[src/rtl/revaluate_pkg.sv]
// Shared definitions for the revaluate encoder flow: default widths, round count
// and the one-hot sequencer state encodings used by the core and writer as well.
package revaluate_pkg;

   localparam int IDX_W_DEF      = 10;
   localparam int NUM_ROUNDS_DEF = 24;
   localparam int RND_W_DEF      = 5;

   localparam int ST_W = 7;
   typedef logic [ST_W-1:0] state_t;

   // Bit positions of the one-hot state vector.
   localparam int B_IDLE  = 0;
   localparam int B_READ  = 1;
   localparam int B_LOAD  = 2;
   localparam int B_ROUND = 3;
   localparam int B_WRITE = 4;
   localparam int B_NEXT  = 5;
   localparam int B_DONE  = 6;

   localparam logic [6:0] S_IDLE  = 7'b000_0001;
   localparam logic [6:0] S_READ  = 7'b000_0010;
   localparam logic [6:0] S_LOAD  = 7'b000_0100;
   localparam logic [6:0] S_ROUND = 7'b000_1000;
   localparam logic [6:0] S_WRITE = 7'b001_0000;
   localparam logic [6:0] S_NEXT  = 7'b010_0000;
   localparam logic [6:0] S_DONE  = 7'b100_0000;

endpackage

[src/rtl/revaluate_round_counter.sv]
// Round counter with synchronous clear and enable; tc flags the last round and the
// counter wraps back to 0 on the following enabled edge.
module revaluate_round_counter
   import revaluate_pkg::*;
#(
   parameter int NUM_ROUNDS = NUM_ROUNDS_DEF,
   parameter int RND_W      = RND_W_DEF
) (
   input  logic             clk,
   input  logic             rst,
   input  logic             clear,
   input  logic             enable,
   output logic [RND_W-1:0] count,
   output logic             tc
);

   assign tc = (count == RND_W'(NUM_ROUNDS - 1));

   // NOTE: sequential state uses non-blocking assignments so every flop samples
   // pre-edge values regardless of block ordering.
   always_ff @(posedge clk or negedge rst) begin
      if (!rst) begin
         count <= '0;
      end else if (clear || (enable && tc)) begin
         count <= '0;
      end else if (enable) begin
         count <= count + RND_W'(1);
      end
   end

endmodule

[src/rtl/revaluate_file_sequencer.sv]
// Sequences reader -> permutation core -> writer over an inclusive file index range.
// Owns no datapath; every strobe is a single bit of the one-hot state register.
module revaluate_file_sequencer
   import revaluate_pkg::*;
#(
   parameter int IDX_W      = IDX_W_DEF,
   parameter int NUM_ROUNDS = NUM_ROUNDS_DEF,
   parameter int RND_W      = RND_W_DEF
) (
   input  logic             clk,
   input  logic             rst,
   input  logic             start,
   input  logic             abort,
   input  logic [IDX_W-1:0] first_index,
   input  logic [IDX_W-1:0] last_index,
   input  logic             write_ready,
   output logic             read_file,
   output logic [IDX_W-1:0] file_index,
   output logic             load_state,
   output logic             round_en,
   output logic [RND_W-1:0] round_idx,
   output logic             write_file,
   output logic             busy,
   output logic             done,
   output logic             range_err,
   output logic [IDX_W:0]   files_processed
);

   state_t           state_q;
   state_t           state_d;
   logic [IDX_W-1:0] last_q;
   logic             rnd_tc;
   logic             abort_run;
   logic             bad_range;

   assign abort_run = abort && !state_q[B_IDLE];
   assign bad_range = (first_index > last_index);

   // NOTE: strobes come straight from one-hot flop bits, so they are registered,
   // mutually exclusive and glitch-free without any extra output stage.
   assign read_file  = state_q[B_READ];
   assign load_state = state_q[B_LOAD];
   assign round_en   = state_q[B_ROUND];
   assign write_file = state_q[B_WRITE];
   assign done       = state_q[B_DONE];
   assign busy       = !state_q[B_IDLE];

   revaluate_round_counter #(
      .NUM_ROUNDS (NUM_ROUNDS),
      .RND_W      (RND_W)
   ) u_round_counter (
      .clk    (clk),
      .rst    (rst),
      .clear  (!state_q[B_ROUND] || abort_run),
      .enable (state_q[B_ROUND]),
      .count  (round_idx),
      .tc     (rnd_tc)
   );

   // NOTE: state_d gets a default before the case so no path leaves it unassigned
   // and no latch is inferred.
   always_comb begin
      state_d = state_q;
      case (state_q)
         S_IDLE:  if (start) state_d = bad_range ? S_DONE : S_READ;
         S_READ:  state_d = S_LOAD;
         S_LOAD:  state_d = S_ROUND;
         S_ROUND: if (rnd_tc) state_d = S_WRITE;
         S_WRITE: if (write_ready) state_d = S_NEXT;
         S_NEXT:  state_d = (file_index == last_q) ? S_DONE : S_READ;
         S_DONE:  state_d = S_IDLE;
         default: state_d = S_IDLE;
      endcase
      // Abort outranks every other transition, including write_ready in WRITE.
      if (abort_run) state_d = S_IDLE;
   end

   always_ff @(posedge clk or negedge rst) begin
      if (!rst) begin
         state_q <= S_IDLE;
      end else begin
         state_q <= state_d;
      end
   end

   always_ff @(posedge clk or negedge rst) begin
      if (!rst) begin
         last_q          <= '0;
         file_index      <= '0;
         files_processed <= '0;
         range_err       <= 1'b0;
      end else if (state_q[B_IDLE] && start) begin
         last_q          <= last_index;
         files_processed <= '0;
         range_err       <= bad_range;
         if (!bad_range) file_index <= first_index;
      end else if (state_q[B_NEXT] && !abort_run) begin
         files_processed <= files_processed + (IDX_W+1)'(1);
         // Compare before incrementing so a top-of-range last index never wraps.
         if (file_index != last_q) file_index <= file_index + IDX_W'(1);
      end
   end

endmodule
[config.mk]
export PLATFORM = sky130hd
export DESIGN_NAME = revaluate_file_sequencer
export DESIGN_NICKNAME = d
export VERILOG_FILES = /design/src/rtl/revaluate_pkg.sv /design/src/rtl/revaluate_round_counter.sv /design/src/rtl/revaluate_file_sequencer.sv
export SDC_FILE = /design/constraint.sdc
export NUM_CORES = 1
export LEC_CHECK = 0
export ABC_AREA = 1
export BUFFER_PORTS_ARGS = -buffer_cell sky130_fd_sc_hd__buf_2
export CORE_MARGIN = 10
export CORE_UTILIZATION = 54
export DETAILED_ROUTE_END_ITERATION = 7
export GPL_ROUTABILITY_DRIVEN = 0
export PLACE_DENSITY = 0.77
export SYNTH_ARGS = -nofsm -noshare
export SYNTH_HDL_FRONTEND = slang
export SYNTH_SLANG_ARGS = --single-unit
[constraint.sdc]
create_clock -name clk -period 2.4 [get_ports clk]
set_input_delay 0 -clock clk [delete_from_list [all_inputs] [get_ports clk]]
set_output_delay 0 -clock clk [all_outputs]
set_load 0.01 [all_outputs]
==> impl_summary.md, run 1 <==
Yosys
During synthesis, Yosys emitted a total of 0 warnings. The fraction of registers with async set or reset after synthesis is 100%. Summing every instance area after synthesis gives 2810 µm².

Synthesis produced a netlist whose cell count is just under 400. The synthesized design contains 44 register bits. By area the synthesized netlist is led by sky130_fd_sc_hd__dfrtp_1 38%, sky130_fd_sc_hd__nand2_1 17%, sky130_fd_sc_hd__inv_1 6.0%. Among all flip-flop cells after synthesis, the most frequent one is sky130_fd_sc_hd__dfrtp_1. The share of the synthesized area in the top cell type is 38.3%. Each instance of the synthesized netlist takes up on average 7.14 µm². The cell accounting for the most synthesized area is sky130_fd_sc_hd__dfrtp_1. The synthesized net count is 431. The part of the Yosys area used for sequential elements is 39.3%. The number of enable flip-flop cells after synthesis is 0. Yosys mapped the design onto 31 distinct sky130hd cell types.

Timing
The share of the clock period used by the worst path is 81.9%. At the pin with the least slew margin, the transition time is 0.978 ns. Based on the critical path, the design can be clocked at up to between 500 and 600 MHz.

The clock arrives with 0.00812 ns of skew. The shortest clock period the worst path allows after layout is about 2.0 ns. The remaining max-slew budget at the tightest pin is a little over a third. Once routing completed, OpenROAD measured the worst setup slack at around 0.43 ns. On the final layout, the worst hold slack is -0.00503 ns. The number of hold-slack violations in the final timing report came to 2. The setup TNS is 0 ns. The count of pins over their slew limit is 0. Setup violations remaining at the end of the flow were counted as 0. Setup repair after global routing left no endpoint under its margin.

Place
The count of buffers added on input and output ports is 57. Before CTS, the worst setup slack after placement is 0.676 ns. The detailed-placement wirelength estimate is 5200 µm.

Finish
The share of post-route cells with drive strength above 1 is 18.2%. The count of inserted antenna diode cells is 0. The area growth from synthesis to layout is 19.3%. After the last flow step, the layout net total stands at 498.

Clock network
In this run the post-CTS setup repair buffer count came out at 0. The TritonCTS clock tree is built. Counting along the longest clock path gives a buffer depth of 2. For this design, the sink count on the clock tree is 44. The H-tree was split into 2 levels. The buffer cell driving the clock tree root is sky130_fd_sc_hd__clkbuf_8. The register clock-pin slew on the reported worst setup and hold paths is 0.08 ns. Buffers inserted during clock tree synthesis total 5.

The insertion delay to the later sink of the worst-skew pair is 0.30 ns.

Critical path
The maximum fanout along the worst path is 12. The startpoint of the worst register-to-register path is state_q[0]. For the worst setup path, the data arrival time is 2.15 ns. The depth of the most critical reg-to-reg path is 7.

Counting both buffers and inverters, the worst setup path holds a total of 3. The critical path is of the primary input to flip-flop type. For the worst setup path, the data required time is 2.59 ns. The depth of the critical timing path with buffers and inverters included is 11. The worst setup path is captured at a flip-flop. In this design, the critical path's most frequently occurring cell is sky130_fd_sc_hd__nand2_1. The critical path goes through dlygate4sd3_1, buf_2, inv_1, ha_1, nand2_1, nor2_1, nand4_1, nand3_2, nand3_4, nand2_1, nand2_1. The startpoint class of the critical path is a primary input. The slowest stage of the critical path belongs to the cell sky130_fd_sc_hd__dlygate4sd3_1. The largest stage delay on the critical path is 0.53 ns. The endpoint of the lowest-slack register-to-register path is file_index[2].

The worst register-to-register path has a setup slack of 0.62 ns. The top cell family by delay on the critical path is simple AND/OR/NAND/NOR gates.

Worst hold path
For hold timing, the worst endpoint is last_q[7]. The kind of path behind the tightest hold check is primary input to flip-flop. The cell depth of the worst hold path is 3. The startpoint of the worst hold path is last_index[7].

Detailed routing
The number of antenna-violating nets in the routed design is 0. In the final routed layout, each cell accounts on average for approximately 13 µm. The wire length reported by the detailed router is between 6000 and 7000 µm. For this run, design rule violations remaining after detail routing come to 0. The number of search-and-repair iterations in the first detailed-routing pass is 4.

The vias per cell is 5.11. The number of vias in the routed layout is 2,713. The DRC violation total after the first TritonRoute iteration is 170.

Global routing
The initial antenna violation count came to 0. The first global-routing pass estimated 11,800 µm of wire. The met3 global-route usage is 3.75%. The most used routing layer in global routing is met2. The via count of the first global-routing pass is 2,564.

The overall track demand over capacity in global routing is 16.5%. The met2 layer usage reported by global route is 28.0%. The met1 capacity usage during global routing is between 20 and 25%. Entering global routing, the biggest net connects 45 pins. For this run the aggregate overflow at the end of global routing stands at 0.

Run status
The final reports fail on hold timing. The flow ran to the end, but the final reports show violations.

Die
58 I/O pins were placed. The area of the core is about 5100 µm². The floorplan step defined a die boundary enclosing 8480 µm². The die height is 92.1 µm. The number of core rows is 26. Once the floorplan was initialized, standard cells occupied 55.3% of the core. The die is 92.1 µm wide.

Power and ir drop
For this design the static power due to leakage is between 1.5 and 2 nW. Across the VDD grid, the largest voltage drop is 0.616 mV. Dividing total power by cell area gives a power density of 922 nW/µm².

Run
The tool flagged a number of max-cap violations equal to 0.
[stage by stage]
step	total power, W	area (µm²)	utilization, %	std cells
floorplan	0.00213	2810	-	393
global placement	0.00249	3140	61.9	513
detailed placement	0.00252	3140	61.9	513
CTS	0.00311	3350	66.0	531
global route	0.00337	3350	66.0	531
finish	0.00309	3350	66.0	531
[cell usage in the layout (no fill, tap or decap), types with 2 or more instances in the layout]
cell,n
sky130_fd_sc_hd__nand3_1,29
sky130_fd_sc_hd__xnor2_1,6
sky130_fd_sc_hd__nor2_1,41
sky130_fd_sc_hd__nor2_2,2
sky130_fd_sc_hd__buf_2,57
sky130_fd_sc_hd__dfrtp_1,43
sky130_fd_sc_hd__o21ai_1,4
sky130_fd_sc_hd__clkbuf_8,5
sky130_fd_sc_hd__o21ai_0,17
sky130_fd_sc_hd__nand3_4,2
sky130_fd_sc_hd__buf_4,4
sky130_fd_sc_hd__nand2_1,125
sky130_fd_sc_hd__nand4_1,17
sky130_fd_sc_hd__nor3_1,7
sky130_fd_sc_hd__a21oi_1,11
sky130_fd_sc_hd__dlygate4sd3_1,10
sky130_fd_sc_hd__ha_1,13
sky130_fd_sc_hd__nor3_2,2
sky130_fd_sc_hd__inv_1,45
sky130_fd_sc_hd__or2_1,2
sky130_fd_sc_hd__inv_2,5
sky130_fd_sc_hd__o21bai_1,2
[report_power, final]
group	internal, W	leakage (nW)	switching [W]	total, W
clock	0.000309	0.0552	0.000255	0.000564
sequential	0.000948	0.577	0.000258	0.00121
combinational	0.000505	1.21	0.000814	0.00132
total	0.00176	1.84	0.00133	0.00309
[synth_stat cells (all sizes together), types with 6 or more instances]
cell type,count
a21oi,11
buf,9
dfrtp,43
ha,13
inv,50
nand2,127
nand3,32
nand4,17
nor2,44
nor3,9
o21ai,21
xnor2,6
[worst reg2reg max path, stage by stage, from the launching register on]
cell	delay [ns]
sky130_fd_sc_hd__dfstp_2	0.55
sky130_fd_sc_hd__nand2_1	0.07
sky130_fd_sc_hd__buf_4	0.21
sky130_fd_sc_hd__inv_1	0.25
sky130_fd_sc_hd__nand3_2	0.29
sky130_fd_sc_hd__nand3_4	0.21
sky130_fd_sc_hd__nand2_1	0.07
sky130_fd_sc_hd__nand2_1	0.07
[area by class of cell]
cell class | count | area, µm²
fill | 471 | 1730
multi-input combinational | 288 | 1450
sequential | 44 | 1100
timing repair buffer | 71 | 415
inverter | 50 | 188
tap | 70 | 87.6
clock buffer | 6 | 72.6
clock inverter | 2 | 35.0
[layer usage]
| layer | vias to the layer above | wire, µm |
|---|---|---|
| met2 | 76 | 3210 |
| met5 | - | 0 |
| met3 | 6 | 428 |
| met1 | 1240 | 3180 |
| met4 | 0 | 59 |
| li1 | 1391 | - |
[registers in the layout, summed over array words and instances, names as in the netlist]
name and flops:
files_processed 11, file_index 10, last_q 10, state_q 7, u_round_counter.count 5, range_err 1
[cells by family after synthesis]
family / count (synthesis) / share of synthesized area (%)
AND/OR/NAND/NOR: 231 / 36.6
buffers and inverters: 61 / 9.10
flip-flops: 44 / 39.3
AO/OA/AOI/OAI: 37 / 7.00
adder cells (fa/ha/maj): 13 / 5.80
XOR/XNOR: 7 / 2.18
[what timing repair did]
| item | in CTS | in global routing |
|---|---|---|
| hold endpoints to repair | 52 | 0 |
| setup endpoints to repair | 0 | 0 |
| hold buffers | 10 | 0 |
| gates resized for setup | 0 | 0 |
[how the worst max path moves through the flow]
stage | startpoint | endpoint | slack, ns
after CTS | last_index[9] | file_index[5] | 0.50
final | last_index[9] | file_index[2] | 0.43
after global routing | last_index[9] | file_index[3] | 0.24
after floorplan | u_round_counter.count[0] | state_q[6] | 0.95
after global placement | state_q[0] | file_index[2] | 0.72
after detailed placement | state_q[0] | file_index[8] | 0.68
(Power assumes the default switching activity.)
==> inputs of run 2 (changes only) <==
--- a/config.mk
+++ b/config.mk
@@ -8,10 +8,10 @@
 export ABC_AREA = 1
 export BUFFER_PORTS_ARGS = -buffer_cell sky130_fd_sc_hd__buf_2
 export CORE_MARGIN = 10
-export CORE_UTILIZATION = 54
+export CORE_UTILIZATION = 50
 export DETAILED_ROUTE_END_ITERATION = 7
 export GPL_ROUTABILITY_DRIVEN = 0
-export PLACE_DENSITY = 0.77
+export PLACE_DENSITY = 0.75
 export SYNTH_ARGS = -nofsm -noshare
 export SYNTH_HDL_FRONTEND = slang
 export SYNTH_SLANG_ARGS = --single-unit
==> constraint.sdc (replaced) <==
create_clock -name clk -period 1.7 [get_ports clk]
set_input_delay 0 -clock clk [delete_from_list [all_inputs] [get_ports clk]]
set_output_delay 0 -clock clk [all_outputs]
set_load 0.01 [all_outputs]
==> run 2 against run 1 <==
Compared with the run above:
- the flow now finishes without violations
- core utilization shrank 0.98 points
- cell count increased by 3.2%
- sequential share of layout area fell by 1.9 points
- sequential cell count is the same
- final area is 6.2% higher
- setup slack got worse by 0.36 ns
- via count is 1.3% higher
- hold slack improved by 0.014 ns
- clock skew rose by 0.0066 ns
- sequential power rose by 35%
==> impl_summary.md, run 2 (same netlist as run 1, synthesis figures left out) <==
Clock network
The total clock buffers created by CTS is 5 (unchanged). The register clock-pin slew on the reported worst setup and hold paths is 0.08 ns (about the same). The worst-case clock buffer depth was 2 (unchanged). TritonCTS built the clock tree. The number of H-tree branching levels came to 2 (unchanged). The insertion delay to the later sink of the worst-skew pair is 0.31 ns (about the same). The TritonCTS sink count is 44 (unchanged).

The buffer cell driving the clock tree root is sky130_fd_sc_hd__clkbuf_8.

Finish
The signed area change from the synthesized netlist to the final layout is 26.8%. In the layout the commonest cells are 122 x sky130_fd_sc_hd__nand2_1, 56 x sky130_fd_sc_hd__buf_2, 44 x sky130_fd_sc_hd__inv_1, 42 x sky130_fd_sc_hd__dfrtp_1, 39 x sky130_fd_sc_hd__nor2_1. The library cell used most frequently in the layout, excluding fill and tap cells, is sky130_fd_sc_hd__nand2_1. The number of nets in the layout is 513 (+3.0%). In the final layout, the registers with the most flip-flops are files_processed (11), file_index (10), last_q (10).

The final core utilization is 65.0% (-0.98 points). The flip-flop count of the largest register, all copies and words added is 11 (unchanged). The share of post-route cells with drive strength above 1 is 23.3% (+5.1 points). The final design area excluding fillers was 3560 µm² (+6.2%). The number of cells in the finished layout apart from fillers is 548 (+3.2%). The count of inserted antenna diode cells is 0 (unchanged).

More flip-flops sit in one register than any other, and that register is files_processed.

Detailed routing
The vias per cell is 5.02 (-1.8%). The number of remaining DRC errors is 0 (unchanged). The number of vias in the routed layout is 2,749 (+1.3%).

The wire length reported by the detailed router is 7230 µm (+5.0%). The average wire per cell in the routed design was 13.2 µm (+1.8%). The DRC violation total after the first TritonRoute iteration came to 130 (-24%). The number of antenna-violating nets in the routed design came to 0 (unchanged). The number of search-and-repair iterations in the first detailed-routing pass is 4 (unchanged).

Global routing
The via count of the first global-routing pass came to 2,697 (+5.2%). The residual overflow from global routing is 0 (unchanged). The wire length of the first global-routing pass is 12,000 µm (+1.4%).

The maximum number of pins on one net before global-route repair is 24 (-47%). The initial antenna violation count is 0 (unchanged). The overall track demand over capacity in global routing is 16.2% (-0.37 points).

Run
The number of maximum-capacitance violations was 0 (unchanged).

Power and ir drop
The cell leakage power was 1.92 nW (+4.4%). The power per cell area was 1290 nW/µm² (+40%). The maximum ir drop on the vdd rail was 0.601 mV (-2.5%).

Die
The number of placed I/O pins is 58 (unchanged). The initial core utilization is 51.3% (-4.0 points). The die height was 94.9 µm (+3.1%).

The number of core rows is 27 (+3.8%). The die span in x is 94.9 µm (+3.1%). The area of the core is 5470 µm² (+7.8%).

The area of the die came to 9010 µm² (+6.2%).

Critical path
The endpoint kind of the worst setup timing path is a flip-flop. Among cell families on the critical path, the largest total delay comes from buffers and inverters. The required time at the worst-slack endpoint is 1.95 ns (-0.64 ns).

The count of buffering cells on the critical path with inverters included is 4 (+1). The signal on the critical path passes through dlygate4sd3_1, buf_2, inv_1, ha_1, nand2_1, nor2_2, nand4_1, nand3_4, buf_4, nand4_1, nand2_1. The critical path is of the primary input to flip-flop type. The largest stage delay on the critical path is 0.52 ns (about the same).

The maximum fanout along the worst path is 5 (-7). The slowest stage of the critical path belongs to the cell sky130_fd_sc_hd__dlygate4sd3_1. STA classifies the critical path startpoint as a primary input. The slack of the worst reg-to-reg path is 0.14 ns (-0.48 ns). The arrival time of data at the critical path endpoint is 1.88 ns (-0.27 ns).

Timing
The achievable frequency is 614 MHz. The actual slew at the worst max-slew pin is 0.527 ns (-0.451 ns). The setup violation total in the final timing report was 0 (unchanged). In the finished design, the share of the clock period the worst path needs comes to 95.9%.

The final worst clock skew is 0.0147 ns (+0.00659 ns). The number of hold-slack violations in the final timing report is 0 (-2). The remaining max-slew budget at the tightest pin is 64.9% (+30 points).

The post-route worst setup slack is 0.0703 ns (-0.363 ns). The count of pins over their slew limit was 0 (unchanged). The shortest clock period the worst path allows after layout is 1.63 ns.

Run status
The run finished with clean final reports.

Place
The detailed-placement wirelength estimate came to 5380 µm (+3.6%). The setup slack after placement is 0.139 ns (-0.537 ns). The number of I/O port buffers came to 57 (unchanged). The instance area after placement is 3250 µm² (+3.3%).

The total instance count after detailed placement is 527 (+2.7%).

Worst hold path
The worst hold path belongs to the class primary input to flip-flop.
==> run 2: report_power, final <==
part | internal, W | switching (W) | total (W)
Combinational | 0.000863 | 0.00130 | 0.00216
Clock | 0.000435 | 0.000375 | 0.000810
Sequential | 0.00134 | 0.000290 | 0.00163
Total | 0.00264 | 0.00196 | 0.00460
==> run 2: stage by stage <==
stage,hold WS [ns],setup TNS [ns],total power [W]
6_report,0.00915,0,0.00460
4_1_cts,0.00978,0,0.00456
3_3_place_gp,0.0155,0,0.00366
2_1_floorplan,-0.296,0,0.00300
3_5_place_dp,0.0112,0,0.00371
5_1_grt,0.0502,-0.0911,0.00498
==> run 2: routing by layer <==
layer  part of all wire [%]  wire length (µm)  global-route usage, %
met1                     43              3140                   20.1
met2                     48              3460                   26.7
met3                    7.7               556                   5.00
met4                    1.0                74                   3.87
met5                      0                 0                      0
==> run 2: worst paths after layout <==
path | startpoint | end | cells after the start
worst max-delay path | last_index[2] | file_index[4] | 11
max in group asynchronous | rst | file_index[1] | 3
min in group asynchronous | rst | state_q[4] | 2
worst min register to register | range_err | range_err | 2
worst max register to register | state_q[0] | file_index[4] | 8
worst min-delay path | last_index[4] | last_q[4] | 3
==> run 2: area by class of cell <==
type | instances | area (µm²)
tap | 72 | 90.1
sequential | 44 | 1100
timing repair buffer | 85 | 542
fill | 502 | 1910
multi-input combinational | 289 | 1520
inverter | 50 | 188
clock buffer | 5 | 68.8
clock inverter | 3 | 42.5
==> run 2: what timing repair did <==
action,in CTS,in global routing
endpoints found under the setup margin,0,14
resized for setup,0,16
hold buffers,11,0
endpoints found under the hold margin,29,0
setup buffers,0,2
==> run 2: tightest hold or removal path, delay by kind of cell <==
kind                   cells  cell delay, ns
AOI/OAI and AO/OA          1            0.09
buffers and inverters      2            0.18
==> inputs of run 3 (changes only) <==
--- a/config.mk
+++ b/config.mk
@@ -11,7 +11,7 @@
 export CORE_UTILIZATION = 50
 export DETAILED_ROUTE_END_ITERATION = 7
 export GPL_ROUTABILITY_DRIVEN = 0
-export PLACE_DENSITY = 0.75
+export PLACE_DENSITY_LB_ADDON = 0.25
 export SYNTH_ARGS = -nofsm -noshare
 export SYNTH_HDL_FRONTEND = slang
 export SYNTH_SLANG_ARGS = --single-unit
==> run 3 against run 2 <==
Compared with the run above:
- critical path depth stayed put
- routed wire length is 0.36% higher
- power is 2.6% lower
- critical endpoint is now state_q[6]
- register-to-register slack worse by 0.05 ns
- largest cell class unchanged
- highest routed layer unchanged
- via count is 1.7% higher
==> impl_summary.md, run 3 (same netlist as run 1, synthesis figures left out) <==
Finish
The flip-flop count of the largest register, all copies and words added is 11 (unchanged). The number of nets in the layout is 517 (+0.78%). Compared with the post-synthesis result, the final layout area differs by 26.1%. The count of inserted antenna diode cells is 0 (unchanged). The filler cell count in the final layout was 516 (+2.8%). Leaving out fill and tap cells, the most frequent cells in the layout are 123 x sky130_fd_sc_hd__nand2_1, 57 x sky130_fd_sc_hd__buf_2, 44 x sky130_fd_sc_hd__inv_1, 41 x sky130_fd_sc_hd__dfrtp_1, 39 x sky130_fd_sc_hd__nor2_1. The register with the most flip-flops in the final layout is files_processed. The final core utilization is 64.7% (-0.34 points). The largest registers in the layout are files_processed (11), file_index (10), last_q (10). The library cell used most frequently in the layout, excluding fill and tap cells, is sky130_fd_sc_hd__nand2_1. The share of post-route cells with drive strength above 1 came to 23.3% (about the same).

Timing
The setup TNS is 0 ns (unchanged). The actual slew at the worst max-slew pin was 0.486 ns (-0.0410 ns). The share of the clock period used by the worst path is 94.4% (-1.4 points). The tightest hold margin was 0.0125 ns (+0.00334 ns). The count of pins over their slew limit is 0 (unchanged).

The final worst clock skew is 0.0113 ns (-0.00346 ns). Setup repair after global routing could not meet its margin everywhere. The remaining max-slew budget at the tightest pin is 67.6% (+2.7 points).

The achievable frequency was 623 MHz (+1.5%). The post-route worst setup slack is 0.0947 ns (+0.0244 ns). The number of hold-slack violations in the final timing report came to 0 (unchanged). The setup violation total in the final timing report is 0 (unchanged). The shortest clock period the worst path allows after layout is 1.61 ns (-0.0244 ns).

Run status
The flow ran to the end, and the final reports show no timing, DRC or antenna violations.

Critical path
The arrival time of data at the critical path endpoint is 1.86 ns (-0.02 ns). By startpoint and endpoint, the worst setup path is classified as flip-flop to flip-flop. The endpoint kind of the worst setup timing path is a flip-flop.

The maximum fanout along the worst path is 4 (-1). The required time at the worst-slack endpoint was 1.95 ns (about the same). STA classifies the critical path startpoint as a flip-flop.

Clock network
The tree is rooted in a sky130_fd_sc_hd__clkbuf_8. The worst-case clock buffer depth is 2 (unchanged). TritonCTS built the clock tree. The number of H-tree branching levels is 2 (unchanged). The TritonCTS sink count is 44 (unchanged).

The insertion delay to the later sink of the worst-skew pair came to 0.30 ns (about the same). The total clock buffers created by CTS is 5 (unchanged). The register clock-pin slew on the reported worst setup and hold paths is 0.09 ns (about the same).

Power and ir drop
The relative contribution of combinational cells to total power is 47.9% (+1.0 points). The power per cell area is 1270 nW/µm² (-2.1%). The cell leakage power is 1.92 nW (+0.19%).

The maximum ir drop on the vdd rail is 0.606 mV (+0.80%). The switching power of the nets came to 0.00194 W (-0.88%). The sequential share of power was 36.4% (+0.9 points). The proportion of power drawn by the clock network is 15.6% (-2.0 points). The cell-internal power is 0.00254 W (-3.9%). The total power came to 0.00448 W (-2.6%).

The switching share of power was 43.4% (+0.76 points).

Die
The area of the die is 9010 µm² (unchanged). The area of the core came to 5470 µm² (unchanged). The initial core utilization is 51.3% (unchanged).

The die height is 94.9 µm (unchanged). The number of placed I/O pins is 58 (unchanged). The die span in x came to 94.9 µm (unchanged). The number of core rows is 27 (unchanged).

Place
The number of I/O port buffers is 57 (unchanged). The detailed-placement wirelength estimate was 5440 µm (+1.2%). The setup slack after placement is 0.111 ns (-0.0274 ns).

Detailed routing
The number of search-and-repair iterations in the first detailed-routing pass is 6 (+2). The number of vias in the routed layout is 2,797 (+1.7%). The wire length reported by the detailed router is 7250 µm (+0.36%).

The average wire per cell in the routed design was 13.1 µm (-0.37%). The number of antenna-violating nets in the routed design is 0 (unchanged). The number of remaining DRC errors came to 0 (unchanged). The DRC violation total after the first TritonRoute iteration is 129 (-0.77%).

The vias per cell came to 5.07 (+1.0%).

Run
The number of maximum-capacitance violations is 0 (unchanged).

Global routing
The maximum number of pins on one net before global-route repair is 26 (+8.3%). The initial antenna violation count came to 0 (unchanged). The wire length of the first global-routing pass is 12,200 µm (+1.4%).

The residual overflow from global routing was 0 (unchanged). The overall track demand over capacity in global routing is 16.5% (+0.37 points). The via count of the first global-routing pass is 2,710 (+0.48%).

Worst hold path
The kind of path behind the tightest hold check is primary input to flip-flop.
-- run 3: cell count changes in the layout (fill, tap and decap cells not counted), sizes merged --
| cell | delta |
|---|---|
| buf | +4 |
| bufinv | -1 |
| clkbuf | +1 |
| clkinv | -1 |
| clkinvlp | +1 |
| dlygate4sd3 | +1 |
| nand3 | -1 |
-- run 3: path summary, 6_finish.rpt --
kind | end | slack [ns] | startpoint | cells after the start
worst min-delay path | last_q[1] | 0.01 | last_index[1] | 3
worst max register to register | state_q[6] | 0.09 | u_round_counter.count[0] | 11
worst max-delay path | state_q[6] | 0.09 | u_round_counter.count[0] | 11
worst min register to register | u_round_counter.count[0] | 0.47 | u_round_counter.count[0] | 1
min in group asynchronous | state_q[3] | 0.18 | rst | 2
max in group asynchronous | state_q[0] | 0.95 | rst | 3
-- run 3: per-stage QoR --
step | cells | instance area (µm²)
floorplan | 393 | 2810
global placement | 528 | 3250
detailed placement | 528 | 3250
CTS | 548 | 3470
global route | 552 | 3540
finish | 552 | 3540
-- run 3: worst max-delay path: stages (launching register included) --
cell and delay (ns):
sky130_fd_sc_hd__dfrtp_1 0.39, sky130_fd_sc_hd__ha_1 0.21, sky130_fd_sc_hd__nand2_1 0.10, sky130_fd_sc_hd__nor3_2 0.16, sky130_fd_sc_hd__nor2_1 0.07, sky130_fd_sc_hd__nand2_1 0.08, sky130_fd_sc_hd__nand2_1 0.10, sky130_fd_sc_hd__nor2_1 0.17
sky130_fd_sc_hd__nand3_1 0.12, sky130_fd_sc_hd__inv_1 0.07, sky130_fd_sc_hd__nand2_1 0.04, sky130_fd_sc_hd__inv_1 0.04
-- run 3: final cells by class --
cell class / instances / area, µm² / area share [%]
Multi-Input combinational cell: 288 / 1480 / 41.9
Sequential cell: 44 / 1100 / 31.2
Timing Repair Buffer: 90 / 576 / 16.3
Inverter: 50 / 190 / 5.37
Tap cell: 72 / 90.1 / 2.55
Clock buffer: 6 / 82.6 / 2.33
Clock inverter: 2 / 15.0 / 0.424
-- run 3: layer usage --
layer / routed length [µm] / global-route usage [%] / vias up / part of all wire, %
met5: 0 / 0 / - / 0
met4: 80 / 5.11 / 0 / 1.1
met3: 556 / 5.08 / 6 / 7.7
met2: 3440 / 27.5 / 75 / 47
met1: 3170 / 20.0 / 1287 / 44
li1: - / - / 1429 / -
-- run 3: power by group through the flow --
stage	Combinational, W	Clock [W]	Sequential, W
3_5_place_dp	0.00208	0	0.00164
4_1_cts	0.00212	0.000732	0.00162
5_1_grt	0.00245	0.000760	0.00169
2_1_floorplan	0.00132	0	0.00168
6_report	0.00215	0.000701	0.00163
3_3_place_gp	0.00204	0	0.00163
-- run 3: what timing repair did --
action / in CTS / in global routing
hold buffers: 12 / 0
setup endpoints to repair: 0 / 14
setup buffers: 0 / 4
endpoints found under the hold margin: 29 / 0
resized for setup: 0 / 12
